==> src/rtl/fetch_pkg.sv <==
// Shared constants and state encoding for the instruction fetch stage.
package fetch_pkg;

    // A64 NOP used as the pipeline bubble.
    localparam logic [31:0] NOP_INSTR   = 32'hD503201F;
    localparam int          INSTR_BYTES = 4;

    // FETCH drives a memory request at pc; HOLD parks a returned word in the skid buffer.
    typedef enum logic {
        FETCH = 1'b0,
        HOLD  = 1'b1
    } fetch_state_t;

endpackage

==> src/rtl/instruction_fetch_if.sv <==
// Instruction memory request/response bundle.
interface instruction_fetch_if;

    logic        imem_req;
    logic [63:0] imem_addr;
    logic        imem_ready;
    logic [31:0] imem_rdata;

    modport master (
        output imem_req,
        output imem_addr,
        input  imem_ready,
        input  imem_rdata
    );

    modport slave (
        input  imem_req,
        input  imem_addr,
        output imem_ready,
        output imem_rdata
    );

endinterface

==> src/rtl/alu_add.sv <==
// Plain wrapping adder shared by the datapath.
module alu_add #(
    parameter int WIDTH = 64
) (
    input  logic [WIDTH-1:0] a,
    input  logic [WIDTH-1:0] b,
    output logic [WIDTH-1:0] sum
);

    assign sum = a + b;

endmodule

==> src/rtl/if_id_register.sv <==
// IF/ID pipeline register: instruction word, its PC and a valid flag.
// flush wins over load and inserts a NOP bubble.
module if_id_register #(
    parameter logic [31:0] NOP_INSTR = fetch_pkg::NOP_INSTR
) (
    input  logic        clock,
    input  logic        reset,
    input  logic        load,
    input  logic        flush,
    input  logic [31:0] d_instr,
    input  logic [63:0] d_pc,
    input  logic        d_valid,
    output logic [31:0] q_instr,
    output logic [63:0] q_pc,
    output logic        q_valid
);

    // IF/ID stage boundary: flush beats load, otherwise hold.
    always_ff @(posedge clock or negedge reset) begin
        if (!reset) begin
            q_instr <= NOP_INSTR;
            q_pc    <= '0;
            q_valid <= 1'b0;
        end else if (flush) begin
            q_instr <= NOP_INSTR;
            q_pc    <= '0;
            q_valid <= 1'b0;
        end else if (load) begin
            q_instr <= d_instr;
            q_pc    <= d_pc;
            q_valid <= d_valid;
        end
    end

endmodule

==> src/rtl/instruction_fetch.sv <==
// Instruction fetch stage: PC sequencing, branch redirect, one-entry skid
// buffer for words returned during a stall, and the IF/ID register.
module instruction_fetch
    import fetch_pkg::*;
#(
    parameter logic [63:0] RESET_PC  = 64'h0,
    parameter logic [31:0] NOP_INSTR = fetch_pkg::NOP_INSTR
) (
    input  logic                       clock,
    input  logic                       reset,
    input  logic                       stall,
    input  logic                       IF_ID_Flush,
    input  logic                       or_out,
    input  logic [63:0]                PC_CB,
    input  logic                       Branchreg,
    input  logic [63:0]                branch_reg_target,
    instruction_fetch_if.master        imem,
    output logic [31:0]                instruction,
    output logic [63:0]                PC_out_IF_ID,
    output logic [63:0]                PC_branch_link_out,
    output logic                       if_valid
);

    localparam logic [63:0] PC_STEP = 64'(INSTR_BYTES);

    fetch_state_t state, next_state;
    logic [63:0]  pc, pc_next, pc_plus4;
    logic [31:0]  skid_instr;
    logic [63:0]  skid_pc;
    logic         skid_load;
    logic         redirect;
    logic [63:0]  redirect_target;
    logic         ifid_load;
    logic [31:0]  ifid_instr;
    logic [63:0]  ifid_pc;
    logic         ifid_valid;

    assign redirect        = (Branchreg | or_out) & ~stall;
    assign redirect_target = Branchreg ? branch_reg_target : PC_CB;

    assign imem.imem_req  = (state == FETCH);
    assign imem.imem_addr = pc;

    alu_add #(.WIDTH(64)) u_pc_inc (
        .a   (pc),
        .b   (PC_STEP),
        .sum (pc_plus4)
    );

    alu_add #(.WIDTH(64)) u_link_inc (
        .a   (PC_out_IF_ID),
        .b   (PC_STEP),
        .sum (PC_branch_link_out)
    );

    // Next state, next pc and IF/ID load: redirect > stall > normal progress.
    always_comb begin
        next_state = state;
        pc_next    = pc;
        skid_load  = 1'b0;
        ifid_load  = 1'b0;
        ifid_instr = NOP_INSTR;
        ifid_pc    = '0;
        ifid_valid = 1'b0;
        if (redirect) begin
            pc_next    = redirect_target;
            ifid_load  = 1'b1;
            next_state = FETCH;
        end else if (stall) begin
            if (state == FETCH && imem.imem_ready) begin
                skid_load  = 1'b1;
                next_state = HOLD;
            end
        end else begin
            case (state)
                FETCH: begin
                    ifid_load = 1'b1;
                    if (imem.imem_ready) begin
                        ifid_instr = imem.imem_rdata;
                        ifid_pc    = pc;
                        ifid_valid = 1'b1;
                        pc_next    = pc_plus4;
                    end
                end
                HOLD: begin
                    ifid_load  = 1'b1;
                    ifid_instr = skid_instr;
                    ifid_pc    = skid_pc;
                    ifid_valid = 1'b1;
                    pc_next    = pc_plus4;
                    next_state = FETCH;
                end
            endcase
        end
    end

    // FSM state and program counter.
    always_ff @(posedge clock or negedge reset) begin
        if (!reset) begin
            state <= FETCH;
            pc    <= RESET_PC;
        end else begin
            state <= next_state;
            pc    <= pc_next;
        end
    end

    // Skid buffer: catches a word that arrives while decode is stalled.
    always_ff @(posedge clock or negedge reset) begin
        if (!reset) begin
            skid_instr <= '0;
            skid_pc    <= '0;
        end else if (skid_load) begin
            skid_instr <= imem.imem_rdata;
            skid_pc    <= pc;
        end
    end

    if_id_register #(.NOP_INSTR(NOP_INSTR)) u_if_id (
        .clock   (clock),
        .reset   (reset),
        .load    (ifid_load),
        .flush   (IF_ID_Flush),
        .d_instr (ifid_instr),
        .d_pc    (ifid_pc),
        .d_valid (ifid_valid),
        .q_instr (instruction),
        .q_pc    (PC_out_IF_ID),
        .q_valid (if_valid)
    );

endmodule

==> src/flat_wrapper.sv <==
// flat-port wrapper written by rule: the top's interface ports become plain ports
module instruction_fetch_flat import fetch_pkg::*;
#(
    parameter logic [63:0] RESET_PC  = 64'h0,
    parameter logic [31:0] NOP_INSTR = fetch_pkg::NOP_INSTR
)
  (clock, reset, stall, IF_ID_Flush, or_out, PC_CB, Branchreg, branch_reg_target, instruction, PC_out_IF_ID, PC_branch_link_out, if_valid, imem_imem_req, imem_imem_addr, imem_imem_ready, imem_imem_rdata);
  instruction_fetch_if imem_i ();
  input  logic clock;
  input  logic reset;
  input  logic stall;
  input  logic IF_ID_Flush;
  input  logic or_out;
  input  logic [63:0] PC_CB;
  input  logic Branchreg;
  input  logic [63:0] branch_reg_target;
  output logic [31:0] instruction;
  output logic [63:0] PC_out_IF_ID;
  output logic [63:0] PC_branch_link_out;
  output logic if_valid;
  output wire logic [$bits(imem_i.imem_req)-1:0] imem_imem_req;
  output wire logic [$bits(imem_i.imem_addr)-1:0] imem_imem_addr;
  input wire logic [$bits(imem_i.imem_ready)-1:0] imem_imem_ready;
  input wire logic [$bits(imem_i.imem_rdata)-1:0] imem_imem_rdata;
  assign imem_imem_req = imem_i.imem_req;
  assign imem_imem_addr = imem_i.imem_addr;
  assign imem_i.imem_ready = imem_imem_ready;
  assign imem_i.imem_rdata = imem_imem_rdata;
  instruction_fetch #(.RESET_PC(RESET_PC), .NOP_INSTR(NOP_INSTR)) u_core (.clock(clock), .reset(reset), .stall(stall), .IF_ID_Flush(IF_ID_Flush), .or_out(or_out), .PC_CB(PC_CB), .Branchreg(Branchreg), .branch_reg_target(branch_reg_target), .imem(imem_i), .instruction(instruction), .PC_out_IF_ID(PC_out_IF_ID), .PC_branch_link_out(PC_branch_link_out), .if_valid(if_valid));
endmodule
==> config.mk <==
export PLATFORM = sky130hd
export DESIGN_NAME = instruction_fetch_flat
export DESIGN_NICKNAME = d
export VERILOG_FILES = /design/src/rtl/fetch_pkg.sv /design/src/rtl/instruction_fetch_if.sv /design/src/rtl/alu_add.sv /design/src/rtl/if_id_register.sv /design/src/rtl/instruction_fetch.sv /design/src/flat_wrapper.sv
export SDC_FILE = /design/constraint.sdc
export NUM_CORES = 1
export LEC_CHECK = 0
export BUFFER_PORTS_ARGS = -buffer_cell sky130_fd_sc_hd__buf_2
export CORE_MARGIN = 5
export CORE_UTILIZATION = 35
export CTS_CLUSTER_DIAMETER = 40
export DETAILED_ROUTE_END_ITERATION = 7
export GPL_ROUTABILITY_DRIVEN = 0
export PLACE_DENSITY_LB_ADDON = 0.25
export RECOVER_POWER = 25
export SKIP_LAST_GASP = 1
export SYNTH_ARGS = -nofsm -noshare
export SYNTH_HDL_FRONTEND = slang
export SYNTH_SLANG_ARGS = --single-unit
==> constraint.sdc <==
create_clock -name clock -period 2.4 [get_ports clock]
set_clock_uncertainty 0.15 [all_clocks]
set_input_delay 0 -clock clock [delete_from_list [all_inputs] [get_ports clock]]
set_output_delay 0 -clock clock [all_outputs]
set_load 0.01 [all_outputs]
==> results of run 1 <==
[cell usage after synthesis, types with 19 or more instances]
cell type                  number
sky130_fd_sc_hd__dfrtp_1      245
sky130_fd_sc_hd__nand2_1      135
sky130_fd_sc_hd__o21ai_0      106
sky130_fd_sc_hd__mux2_2        97
sky130_fd_sc_hd__clkbuf_1      88
sky130_fd_sc_hd__a22oi_1       85
sky130_fd_sc_hd__nor2_1        85
sky130_fd_sc_hd__a21oi_1       66
sky130_fd_sc_hd__nand3_1       66
sky130_fd_sc_hd__nand4_1       60
sky130_fd_sc_hd__mux2i_1       47
sky130_fd_sc_hd__xnor2_1       33
sky130_fd_sc_hd__o22ai_1       31
sky130_fd_sc_hd__nor3_1        27
sky130_fd_sc_hd__xor2_1        27
sky130_fd_sc_hd__inv_1         23
sky130_fd_sc_hd__nor4_1        19
[per-stage QoR]
step / total power [mW] / std cells / utilization
final: 15.1 / 2694 / 0.543
after global routing: 15.8 / 2694 / 0.543
after CTS: 15.2 / 2677 / 0.535
after detailed placement: 8.37 / 2416 / 0.444
after global placement: 8.30 / 2416 / 0.444
after floorplan: 6.93 / 1461 / -
[final cells by class]
type                    count  area [um^2]
fillers                  3586        18200
repair buffers            754         5320
clock inverters            28          397
clock buffers              48         1120
well taps                 525          657
inverters                  23         86.3
flip-flops and latches    258         6480
multi-input cells        1058         7510
[how the worst max path moves through the flow]
stage | to | slack (ns) | from
after floorplan | PC_branch_link_out[50] | 0.02 | u_core.u_if_id.q_pc[2]$_DFFE_PN0P_
after global placement | PC_branch_link_out[50] | 0.03 | u_core.u_if_id.q_pc[2]$_DFFE_PN0P_
after detailed placement | PC_branch_link_out[50] | 0.03 | u_core.u_if_id.q_pc[2]$_DFFE_PN0P_
after CTS | PC_branch_link_out[50] | -0.32 | u_core.u_if_id.q_pc[3]$_DFFE_PN0P_
after global routing | PC_branch_link_out[46] | -0.44 | u_core.u_if_id.q_pc[3]$_DFFE_PN0P_
final | PC_branch_link_out[46] | -0.35 | u_core.u_if_id.q_pc[2]$_DFFE_PN0P_
[report_power, final]
group / total (mW) / switching [mW] / internal, mW
Clock: 6.52 / 2.32 / 4.20
Combinational: 3.20 / 1.70 / 1.50
Sequential: 5.39 / 0.434 / 4.96
[metal layers]
| layer | part of all wire | vias to the layer above | wire length [um] |
|---|---|---|---|
| met1 | 0.44 | 7217 | 25400 |
| li1 | - | 6786 | - |
| met5 | 0.00037 | - | 21 |
| met4 | 0.028 | 4 | 1590 |
| met2 | 0.45 | 630 | 25900 |
| met3 | 0.075 | 115 | 4280 |
[sequential cells by signal, indices dropped and copies added (netlist names)]
name                    flops
u_core.imem.imem_addr      64
u_core.skid_instr          32
u_core.u_if_id.q_instr     32
u_core.state                1
u_core.skid_pc             64
u_core.u_if_id.q_valid      1
u_core.u_if_id.q_pc        64
[cell families after synthesis]
logic type	synth area share
DFF	0.460
buffers and inverters	0.0446
xor gates and xnor gates	0.0373
muxes	0.111
AOI/OAI and AO/OA	0.172
adders and majority gates	0.00178
and+or+nand+nor	0.174
[worst reg2reg max path, delay by kind of cell, from the launching register on]
family,cells,cell delay [ns]
and+or+nand+nor,5,1.39
buffers and inverters,1,0.17
DFF,1,0.50
[what timing repair did]
item | CTS | global route
gates resized for setup | 60 | 66
endpoints found under the hold margin | 452 | 0
setup buffers | 17 | 20
endpoints found under the setup margin | 43 | 55
hold buffers | 168 | 0
cloned | 0 | 0
pin swaps | 12 | 38
==> results.txt, run 1 <==
The flow ran to the end, but the final reports show violations. The checks that failed: negative setup slack. The starting utilization of the core area is 0.354.

The startpoint identified for the worst register-to-register timing path is u_core.imem.imem_addr[40]$_DFFE_PN0P_. The area of the die came out at 44300 um^2. For this block, the via count after detailed routing is between 10000 and 15000. The final layout contains routed wiring with a total length of approximately 57 mm. The first global-routing pass estimated about 86 mm of wire. The clock latency reported for the late side of the worst-skew pair came out at around 0.54 ns. Clock tree synthesis found a total of approximately 260 sinks. In this run the most critical hold path is launched from imem_imem_rdata[1].

The total overflow reported by the global router came out at 0. TritonCTS built the clock tree. Buffers placed on the I/O ports in this run total just under 400. The worst slack after detailed placement is roughly 0.03 ns.

The total non-filler cell area in the finished layout is 21600 um^2. The post-layout minimum cycle time came out at about 2.8 ns. The path class of the tightest hold or removal check is in2reg. After detailed placement, the total cell area comes to between 15000 and 20000 um^2. The number of placement rows is 73. The worst hold path terminates at u_core.skid_instr[1]$_DFFE_PN0P_. In this run the number of cells on the critical path is 7. The data required time at the worst endpoint came out at between 2 and 2.5 ns.

The mapped cell area came out at between 10000 and 15000 um^2. Yosys printed 0 warnings. The synthesized design contains 0 enable-type register cells. The core region is between 30000 and 40000 um^2. In the global route stage, met2 resource usage came out at 0.384. The largest buffer count on any clock path is 3. For this run, global-route usage on met1 was measured as 0.343. The post-synthesis register bit count is 258. The least setup slack across all paths after layout came out at -0.352 ns. The growth of design area from synthesis to finish came out at 53.2%. The per-cell routed wire length is 21.2 um. The reg2reg setup slack is 0.13 ns.

At the pin with the least slew margin, the transition time is approximately 1.2 ns. The detailed-routing iteration count for the pre-antenna-repair pass came out at 5. The ratio of cells with drive above 1 in the final layout came out at 0.362. The post-layout net count came out at roughly 2300. The largest total area in the synthesized netlist belongs to sky130_fd_sc_hd__dfrtp_1. The sort of element at the start of the critical path is a flip-flop. Clock tree synthesis selected as its root buffer the cell sky130_fd_sc_hd__clkbuf_16. The buffers plus inverters on the worst setup path came out at 1. The critical path is of the reg2out type. In this run, CTS created clock tree buffers numbering 42.

During I/O placement, the number of pins put on the boundary was around 390. The max-cap violation count is 0. Hold timing on the final database bottoms out at a slack of around 0.11 ns. The primary flip-flop cell chosen by synthesis mapping is sky130_fd_sc_hd__dfrtp_1. The number of antenna violations at the first check in global routing came out at 2. Setup repair after global routing could not meet its margin everywhere. The worst flop-to-flop path endpoint is u_core.imem.imem_addr[63]$_DFFE_PN0P_. The cell with the biggest individual delay on the critical path is sky130_fd_sc_hd__or4_4. The number of antenna diodes is 0. The peak per-stage delay on the critical path came out at 0.56 ns. By area the synthesized netlist is led by sky130_fd_sc_hd__dfrtp_1 (44%), sky130_fd_sc_hd__mux2_2 (7.8%), sky130_fd_sc_hd__a22oi_1 (4.5%). The maximum fanout along the worst path is 7. The worst setup path is captured at a primary output. Broken down by cell family, the worst path's largest delay share belongs to simple AND/OR/NAND/NOR gates. The final max-slew violation count came out at 0. The number of distinct library cell variants in the gate-level netlist after synthesis is 67.

The cell count after synthesis is ~1500. The number of cells on the worst reg-to-reg path came out at 6. Data on the critical path arrives at its endpoint at 2.60 ns. After legalization and detailed placement, the total HPWL measured between 40 and 50 mm. For this block, the initial DRC count from the detailed router was 1200. Along the worst hold path, the cell count comes to 3.

The leakage power figure came out at between 9 and 10 nW. The height of the die came out at 211 um. The number of levels in the clock H-tree is 2. Dividing total power by cell area gives a power density of 701 nW/um^2. The number of remaining DRC errors is 0. Entering global routing, the biggest net connects between 80 and 90 pins.

Of the available clock period, the critical path in the final layout requires 1.15. Dividing the detail-routed via count by the number of cells gives between 5 and 6. The x dimension of the die came out at between 200 and 250 um. The highest achievable clock rate is 0.363 GHz. The via count of the first global-routing pass came out at ~15000. The setup TNS after final layout came out at -7.50 ns. The part of the Yosys area used for sequential elements is 0.460. The total routing usage reported by global routing came out at 0.244. The fraction of met3 tracks used by global routing is 0.0518. The headroom to the max-slew limit came out at 0.178. The number of nets still failing antenna checks after routing is 0. After clock tree synthesis, the clock-pin slew on the worst setup and hold paths is ~0.060 ns. In this run the mean area of a mapped cell was slightly below 10 um^2. The total count of hold-check failures in the final report is 0. The top cell types in the final layout, fill and taps aside, are sky130_fd_sc_hd__buf_2 (322), sky130_fd_sc_hd__dfrtp_1 (242), sky130_fd_sc_hd__dlygate4sd3_1 (168). The library cell used most frequently in the layout, excluding fill and tap cells, is sky130_fd_sc_hd__buf_2. Walking the worst path, the cells encountered are ha_2 -> and4_4 -> nand4_4 -> or4_4 -> nor3_2 -> xor2_1 -> buf_2. The number of nets produced by synthesis came out at 1630. The final setup violation count is 42. The largest voltage drop on the vdd net is just over 0.0004 V. The portion of synthesized cell area occupied by the leading cell type is 0.436.

The global-route layer with the greatest usage is met2. The async set-or-reset flop fraction in the synthesized netlist came out at 1.00.
Power figures use the tool's default switching activity.
==> inputs of run 2 (changes only) <==
--- a/config.mk
+++ b/config.mk
@@ -11,7 +11,7 @@
 export CTS_CLUSTER_DIAMETER = 40
 export DETAILED_ROUTE_END_ITERATION = 7
 export GPL_ROUTABILITY_DRIVEN = 0
-export PLACE_DENSITY_LB_ADDON = 0.25
+export PLACE_DENSITY = 0.66
 export RECOVER_POWER = 25
 export SKIP_LAST_GASP = 1
 export SYNTH_ARGS = -nofsm -noshare
==> run 2 against run 1 <==
  * The run still ends with negative setup slack left
  * Combinational power down 2%
  * Clock power shrank 8.7%
  * Final cell count about the same
  * Routed wire length rose by 1.3%
==> results.txt, run 2 (synthesized netlist as in run 1, its figures left out) <==
The flow ran to the end, but the final reports show violations. The final reports fail on negative setup slack. The number of vias in the routed layout is 15100 (+2.6%).

The share of the cycle needed by the critical path after routing is 1.18 (+0.0315). The least setup slack across all paths after layout came out at -0.427 ns (-0.0756 ns). On the critical path, the stage with the largest delay is an instance of sky130_fd_sc_hd__or4_4. The total non-filler cell area in the finished layout is 21400 um^2 (-0.70%). The net switching fraction of the power is 0.302 (+0.00726). The total half-perimeter wirelength after legalization and detailed placement is 40.6 mm (+0.75%). The global-route wire length before repair came to 87.5 mm (+1.7%).

The maximum number of pins on one net before global-route repair came out at 79 (-3.7%). The switching component of the power was 4.38 mW (-1.9%). The buffers plus inverters on the worst setup path was 1 (unchanged). The post-layout net count is 2303 (-0.13%). The worst slack after detailed placement is -0.00916 ns (-0.0395 ns).

The clock transition time at the flip-flop clock pins of the worst setup and hold paths came to 0.06 ns (about the same). The arrival time of the worst setup path came out at 2.68 ns (+0.08 ns). The final max-slew violation count came out at 0 (unchanged). On the critical path the largest part of the delay comes from simple AND/OR/NAND/NOR gates. The largest voltage drop on the vdd net came out at 0.000438 V (+5.4%). TritonCTS built the clock tree. The number of buffers inserted by port buffering is 392 (unchanged). The largest buffer count on any clock path came out at 3 (unchanged).

Setup repair after global routing could not meet its margin everywhere. The number of antenna violations at the first check in global routing is 3 (+1). The internal power summed over all cells came out at 10.1 mW (-5.2%). The hold-critical path depth is 5 (+2). The post-placement cell count came out at 2410 (-0.25%). The max-cap violation count came to 0 (unchanged). The number of ports placed on the die boundary is 393 (unchanged). In the layout the commonest cells are sky130_fd_sc_hd__buf_2 (323), sky130_fd_sc_hd__dfrtp_1 (244), sky130_fd_sc_hd__dlygate4sd3_1 (168). The total count of hold-check failures in the final report came to 0 (unchanged). The final setup violation count came out at 46 (+9.5%). The maximum fanout along the worst path was 7 (unchanged). The x dimension of the die came to 211 um (unchanged). The height of the die is 211 um (unchanged).

The type of the worst min-delay path is in2reg. The detailed-routing iteration count for the pre-antenna-repair pass is 5 (unchanged). The combinational cell fraction of total power is 0.216 (+0.004). STA classifies the critical path startpoint as a flip-flop.

The signal on the critical path passes through and4_1 -> nand3_4 -> or4_4 -> nor4_4 -> xor2_1 -> buf_2. The number of placement rows is 73 (unchanged). The number of cells on the critical path was 6 (-1). The post-layout minimum cycle time is 2.83 ns (+0.0756 ns). The starting utilization of the core area is 0.354 (unchanged). The clock root buffer master is sky130_fd_sc_hd__clkbuf_16. The sequential share of power came out at 0.373 (+0.016). The area inside the core boundary came out at 39700 um^2 (unchanged). The instance area after placement came out at 17500 um^2 (-0.61%).

The total chip power is 14.5 mW (-4.2%). The final-layout worst hold slack came out at 0.0455 ns (-0.0614 ns). The category of the most critical setup path is reg2out.

The data required time at the worst endpoint came to 2.25 ns (about the same). The mean number of vias per cell came out at 5.62 (+2.7%). The library cell used most frequently in the layout, excluding fill and tap cells, is sky130_fd_sc_hd__buf_2. The total routing usage reported by global routing is 0.248 (+0.00327). The number of nets still failing antenna checks after routing came to 0 (unchanged). The critical path endpoint category is a primary output. The per-cell routed wire length is 21.5 um (+1.4%). The utilization after layout was 0.539 (-0.00378).

The number of inserted filler cells in the final layout came out at 3553 (-0.92%). The clock buffer count from CTS is 39 (-7.1%). The power density of the placed cells is 676 nW/um^2 (-3.6%). The area of the die came out at 44300 um^2 (unchanged). The number of clock sinks seen by CTS came out at 258 (unchanged). The ratio of cells with drive above 1 in the final layout came out at 0.359 (-0.00303). The total wirelength of the detailed-routed design is 58.0 mm (+1.3%). The number of cells on the worst reg-to-reg path is 5 (-1).

The headroom to the max-slew limit is 0.241 (+0.0639). The leakage power figure came out at 9.79 nW (-0.29%). The initial DRC count came out at 1580 (+32%). The transition time at the pin with the least slew margin is 1.14 ns (-0.0958 ns).

The via count of the first global-routing pass came out at 14800 (+1.2%). Compared with the post-synthesis result, the final layout area differs by 52.2%. The total overflow reported by the global router is 0 (unchanged). The post-route non-filler standard cell count came out at 2692 (-0.074%). The peak per-stage delay on the critical path came out at 0.68 ns (+0.12 ns). The clock latency reported for the late side of the worst-skew pair is 0.55 ns (about the same). The setup TNS after final layout is -11.55 ns (-4.05 ns). The clock network fraction of design power came out at 0.411 (-0.020). The number of remaining DRC errors came out at 0 (unchanged). The number of levels in the clock H-tree is 2 (unchanged). The highest achievable clock rate came out at 0.354 GHz (-2.7%).
## run 2: cell count changes in the layout (fill, tap and decap cells not counted), sizes merged, moves of 2 or more
cell      change
buf           -6
clkinvlp      +4
bufinv        -2
diode         +2
inv           -7
clkbuf        +2
clkinv        +4
## run 2: path summary, 6_finish.rpt
| path | from | endpoint | slack [ns] |
|---|---|---|---|
| max | u_core.u_if_id.q_pc[17]$_DFFE_PN0P_ | PC_branch_link_out[50] | -0.43 |
| min | Branchreg | u_core.imem.imem_addr[28]$_DFFE_PN0P_ | 0.05 |
| max reg2reg | u_core.imem.imem_addr[22]$_DFFE_PN0P_ | u_core.imem.imem_addr[57]$_DFFE_PN0P_ | 0.10 |
| min reg2reg | u_core.u_if_id.q_instr[18]$_DFFE_PN0P_ | u_core.u_if_id.q_instr[18]$_DFFE_PN0P_ | 0.33 |
| max in group asynchronous | reset | u_core.skid_pc[7]$_DFFE_PN0P_ | 0.39 |
| min in group asynchronous | reset | u_core.u_if_id.q_instr[6]$_DFFE_PN0P_ | 0.64 |
## run 2: layout make-up
| cell class | count | area [um^2] | area share |
|---|---|---|---|
| multi-input cells | 1059 | 7610 | 0.355 |
| flip-flops and latches | 258 | 6480 | 0.302 |
| repair buffers | 753 | 5220 | 0.244 |
| clock buffers | 45 | 1030 | 0.0480 |
| well taps | 525 | 657 | 0.0307 |
| clock inverters | 27 | 342 | 0.0159 |
| inverters | 23 | 86.3 | 0.00403 |
| diodes | 2 | 5.00 | 0.000234 |
## run 2: worst reg2reg max path, delay by kind of cell, from the launching register on
family / cells / cell delay, ns
and+or+nand+nor: 5 / 1.75
DFF: 1 / 0.34
## run 2: repair_timing
| item | 4_1_cts | 5_1_grt |
|---|---|---|
| cloned | 1 | 1 |
| hold endpoints to repair | 436 | 0 |
| pin swaps | 23 | 42 |
| hold buffers | 168 | 0 |
| endpoints found under the setup margin | 45 | 52 |
| setup buffers | 18 | 23 |
| gates resized for setup | 68 | 75 |
## run 2: power by group through the flow
stage	Combinational (mW)	Sequential [mW]	Clock, mW
3_3_place_gp	2.80	5.42	0
2_1_floorplan	1.43	5.49	0
3_5_place_dp	2.85	5.46	0
5_1_grt	3.40	5.47	6.25
4_1_cts	3.11	5.39	6.06
6_report	3.13	5.40	5.95
## run 2: per-layer routing
metal	global-route usage	part of all wire	up-vias
met5	0	0.00034	-
li1	-	-	6792
met4	0.0668	0.028	2
met2	0.393	0.46	806
met3	0.0500	0.092	131
met1	0.347	0.42	7407
==> inputs of run 3 (changes only) <==
==> constraint.sdc (replaced) <==
create_clock -name clock -period 2.4 [get_ports clock]
set_clock_uncertainty 0.15 [all_clocks]
set_input_delay 0 -clock clock [delete_from_list [all_inputs] [get_ports clock]]
set_output_delay 0 -clock clock [all_outputs]
set_load 0.02 [all_outputs]
==> run 3 against run 2 <==
  * The flow still finishes with violations (negative setup slack)
  * Utilization increased by 0.80 points
  * Global-route usage rose by 0.23 points
  * Fmax rose by 2.8%
  * Sequential power hardly changed
  * Routed wire length up 1.4%
  * Via count rose by 0.31%
  * Hold slack better by 0.068 ns
  * First-iteration DRC count up 1.6%
  * Critical endpoint unchanged
  * Highest routed layer is now met4
==> results.txt, run 3 (synthesized netlist as in run 1, its figures left out) <==
The final max-slew violation count was 0 (unchanged). The number of antenna violations at the first check in global routing is 1 (-2). The headroom to the max-slew limit is 0.117 (-0.124). The clock buffer count from CTS is 40 (+2.6%). The maximum fanout along the worst path came to 7 (unchanged). The number of inserted filler cells in the final layout came out at 3419 (-3.8%).

The power density of the placed cells was 694 nW/um^2 (+2.7%). The number of clock sinks seen by CTS came out at 258 (unchanged). The maximum number of pins on one net before global-route repair was 87 (+10%). The transition time at the pin with the least slew margin was 1.32 ns (+0.187 ns). The final-layout worst hold slack was 0.113 ns (+0.0676 ns).

The number of buffers inserted by port buffering is 392 (unchanged). Leaving out fill and tap cells, the most frequent cells in the layout are sky130_fd_sc_hd__buf_2 (293), sky130_fd_sc_hd__dfrtp_1 (240), sky130_fd_sc_hd__buf_4 (210). The global-route wire length before repair is 88.3 mm (+0.85%). The worst setup path is launched from a flip-flop.

The total overflow reported by the global router is 0 (unchanged). Setup repair after global routing could not meet its margin everywhere. The critical path is of the reg2out type.

The final setup violation count was 40 (-13%). The largest voltage drop on the vdd net is 0.000489 V (+12%). The library cell used most frequently in the layout, excluding fill and tap cells, is sky130_fd_sc_hd__buf_2.

The area of the die came out at 44300 um^2 (unchanged). The number of ports placed on the die boundary is 393 (unchanged). The area inside the core boundary is 39700 um^2 (unchanged). The leakage power figure was 9.81 nW (+0.18%). The number of nets still failing antenna checks after routing is 0 (unchanged). The root buffer cell chosen for the clock tree is sky130_fd_sc_hd__clkbuf_16. The checks that failed: negative setup slack. The share of the cycle needed by the critical path after routing came to 1.15 (-0.0323). The reg2reg setup slack was 0.11 ns (about the same). From synthesis to final layout, the design area changed by 54.4%. The largest buffer count on any clock path is 3 (unchanged). The clock latency reported for the late side of the worst-skew pair was 0.54 ns (about the same). The max-cap violation count came out at 0 (unchanged).

The number of remaining DRC errors is 0 (unchanged). The total wirelength of the detailed-routed design is 58.8 mm (+1.4%). The arrival time of the worst setup path came to 2.60 ns (-0.08 ns). The starting utilization of the core area came out at 0.354 (unchanged).

The x dimension of the die is 211 um (unchanged). The via count of the first global-routing pass is 15000 (+1.4%). The number of cells on the worst reg-to-reg path came out at 6 (+1). The instance area after placement is 17700 um^2 (+0.78%). The number of vias in the routed layout is 15200 (+0.31%). The path class of the tightest hold or removal check is in2reg. The worst slack after detailed placement came out at 0.0198 ns (+0.0290 ns). The least setup slack across all paths after layout came to -0.350 ns (+0.0776 ns). The number of placement rows is 73 (unchanged).

The total count of hold-check failures in the final report is 0 (unchanged). The post-layout minimum cycle time came to 2.75 ns (-0.0776 ns). The total routing usage reported by global routing came out at 0.250 (+0.00228). The ratio of cells with drive above 1 in the final layout is 0.375 (+0.0166). The detailed-routing iteration count for the pre-antenna-repair pass came out at 5 (unchanged). The total non-filler cell area in the finished layout is 21700 um^2 (+1.5%).

The post-layout net count was 2306 (+0.13%). The height of the die came out at 211 um (unchanged). The clock transition time at the flip-flop clock pins of the worst setup and hold paths came out at 0.05 ns (about the same).

The number of levels in the clock H-tree is 2 (unchanged). The run finished, with violations left. The hold-critical path depth came to 3 (-2).

The utilization after layout came out at 0.547 (+0.00800). The total half-perimeter wirelength after legalization and detailed placement came to 41.1 mm (+1.4%). The data required time at the worst endpoint was 2.25 ns (about the same). The number of antenna diodes is 0 (-2). The per-cell routed wire length came out at 21.8 um (+1.3%).

The highest achievable clock rate came out at 0.364 GHz (+2.8%). The CTS tree is done. STA classifies the critical path endpoint as a primary output.

The mean number of vias per cell is 5.64 (+0.27%). The initial DRC count came out at 1606 (+1.6%).
==> run 3: layout make-up <==
class	count	area [um^2]	area share
clock buffers	46	1090	0.0500
clock inverters	27	379	0.0174
inverters	23	86.3	0.00397
multi-input cells	1058	7580	0.349
flip-flops and latches	258	6480	0.298
well taps	525	657	0.0302
repair buffers	756	5460	0.251
==> run 3: critical path, stage by stage (launching register included) <==
cell                      delay [ns]
sky130_fd_sc_hd__dfrtp_1        0.36
sky130_fd_sc_hd__and4_4         0.26
sky130_fd_sc_hd__nand3_4        0.14
sky130_fd_sc_hd__or4_4          0.67
sky130_fd_sc_hd__nor4_4         0.30
sky130_fd_sc_hd__xor2_2         0.20
sky130_fd_sc_hd__buf_6          0.14
==> run 3: metal layers <==
metal	global-route usage	vias to the layer above	part of all wire
li1	-	6770	-
met1	0.344	7480	0.42
met2	0.396	799	0.46
met3	0.0493	136	0.081
met4	0.0854	0	0.032
met5	0	-	0
==> run 3: power by group <==
group          switching (mW)  internal [mW]  leakage, nW
Sequential              0.426           4.96         3.13
Combinational            1.90           1.51         5.98
Clock                    2.24           4.06        0.699
Total                    4.57           10.5         9.81
==> run 3: timing repair <==
item                                    in CTS  in global routing
endpoints found under the setup margin      44                 49
cloned                                       1                  1
hold endpoints to repair                   380                  0
hold buffers                               168                  0
buffers inserted                            10                 14
resized for setup                           90                 90
pin swaps                                   24                 39
==> run 3: final timing paths <==
path | startpoint | to
worst max-delay path | u_core.u_if_id.q_pc[17]$_DFFE_PN0P_ | PC_branch_link_out[50]
worst min-delay path | imem_imem_rdata[29] | u_core.skid_instr[29]$_DFFE_PN0P_
worst max register to register | u_core.imem.imem_addr[47]$_DFFE_PN0P_ | u_core.imem.imem_addr[57]$_DFFE_PN0P_
worst min register to register | u_core.skid_pc[39]$_DFFE_PN0P_ | u_core.skid_pc[39]$_DFFE_PN0P_
max in group asynchronous | reset | u_core.u_if_id.q_pc[59]$_DFFE_PN0P_
min in group asynchronous | reset | u_core.skid_instr[29]$_DFFE_PN0P_
==> run 3: stage by stage <==
step                power, mW  setup TNS [ns]  std cells
global placement         8.46               0       2427
global route             15.7          -11.24       2693
floorplan                7.11         -0.0359       1461
detailed placement       8.55               0       2427
finish                   15.1           -6.70       2693
CTS                      15.1           -7.14       2679
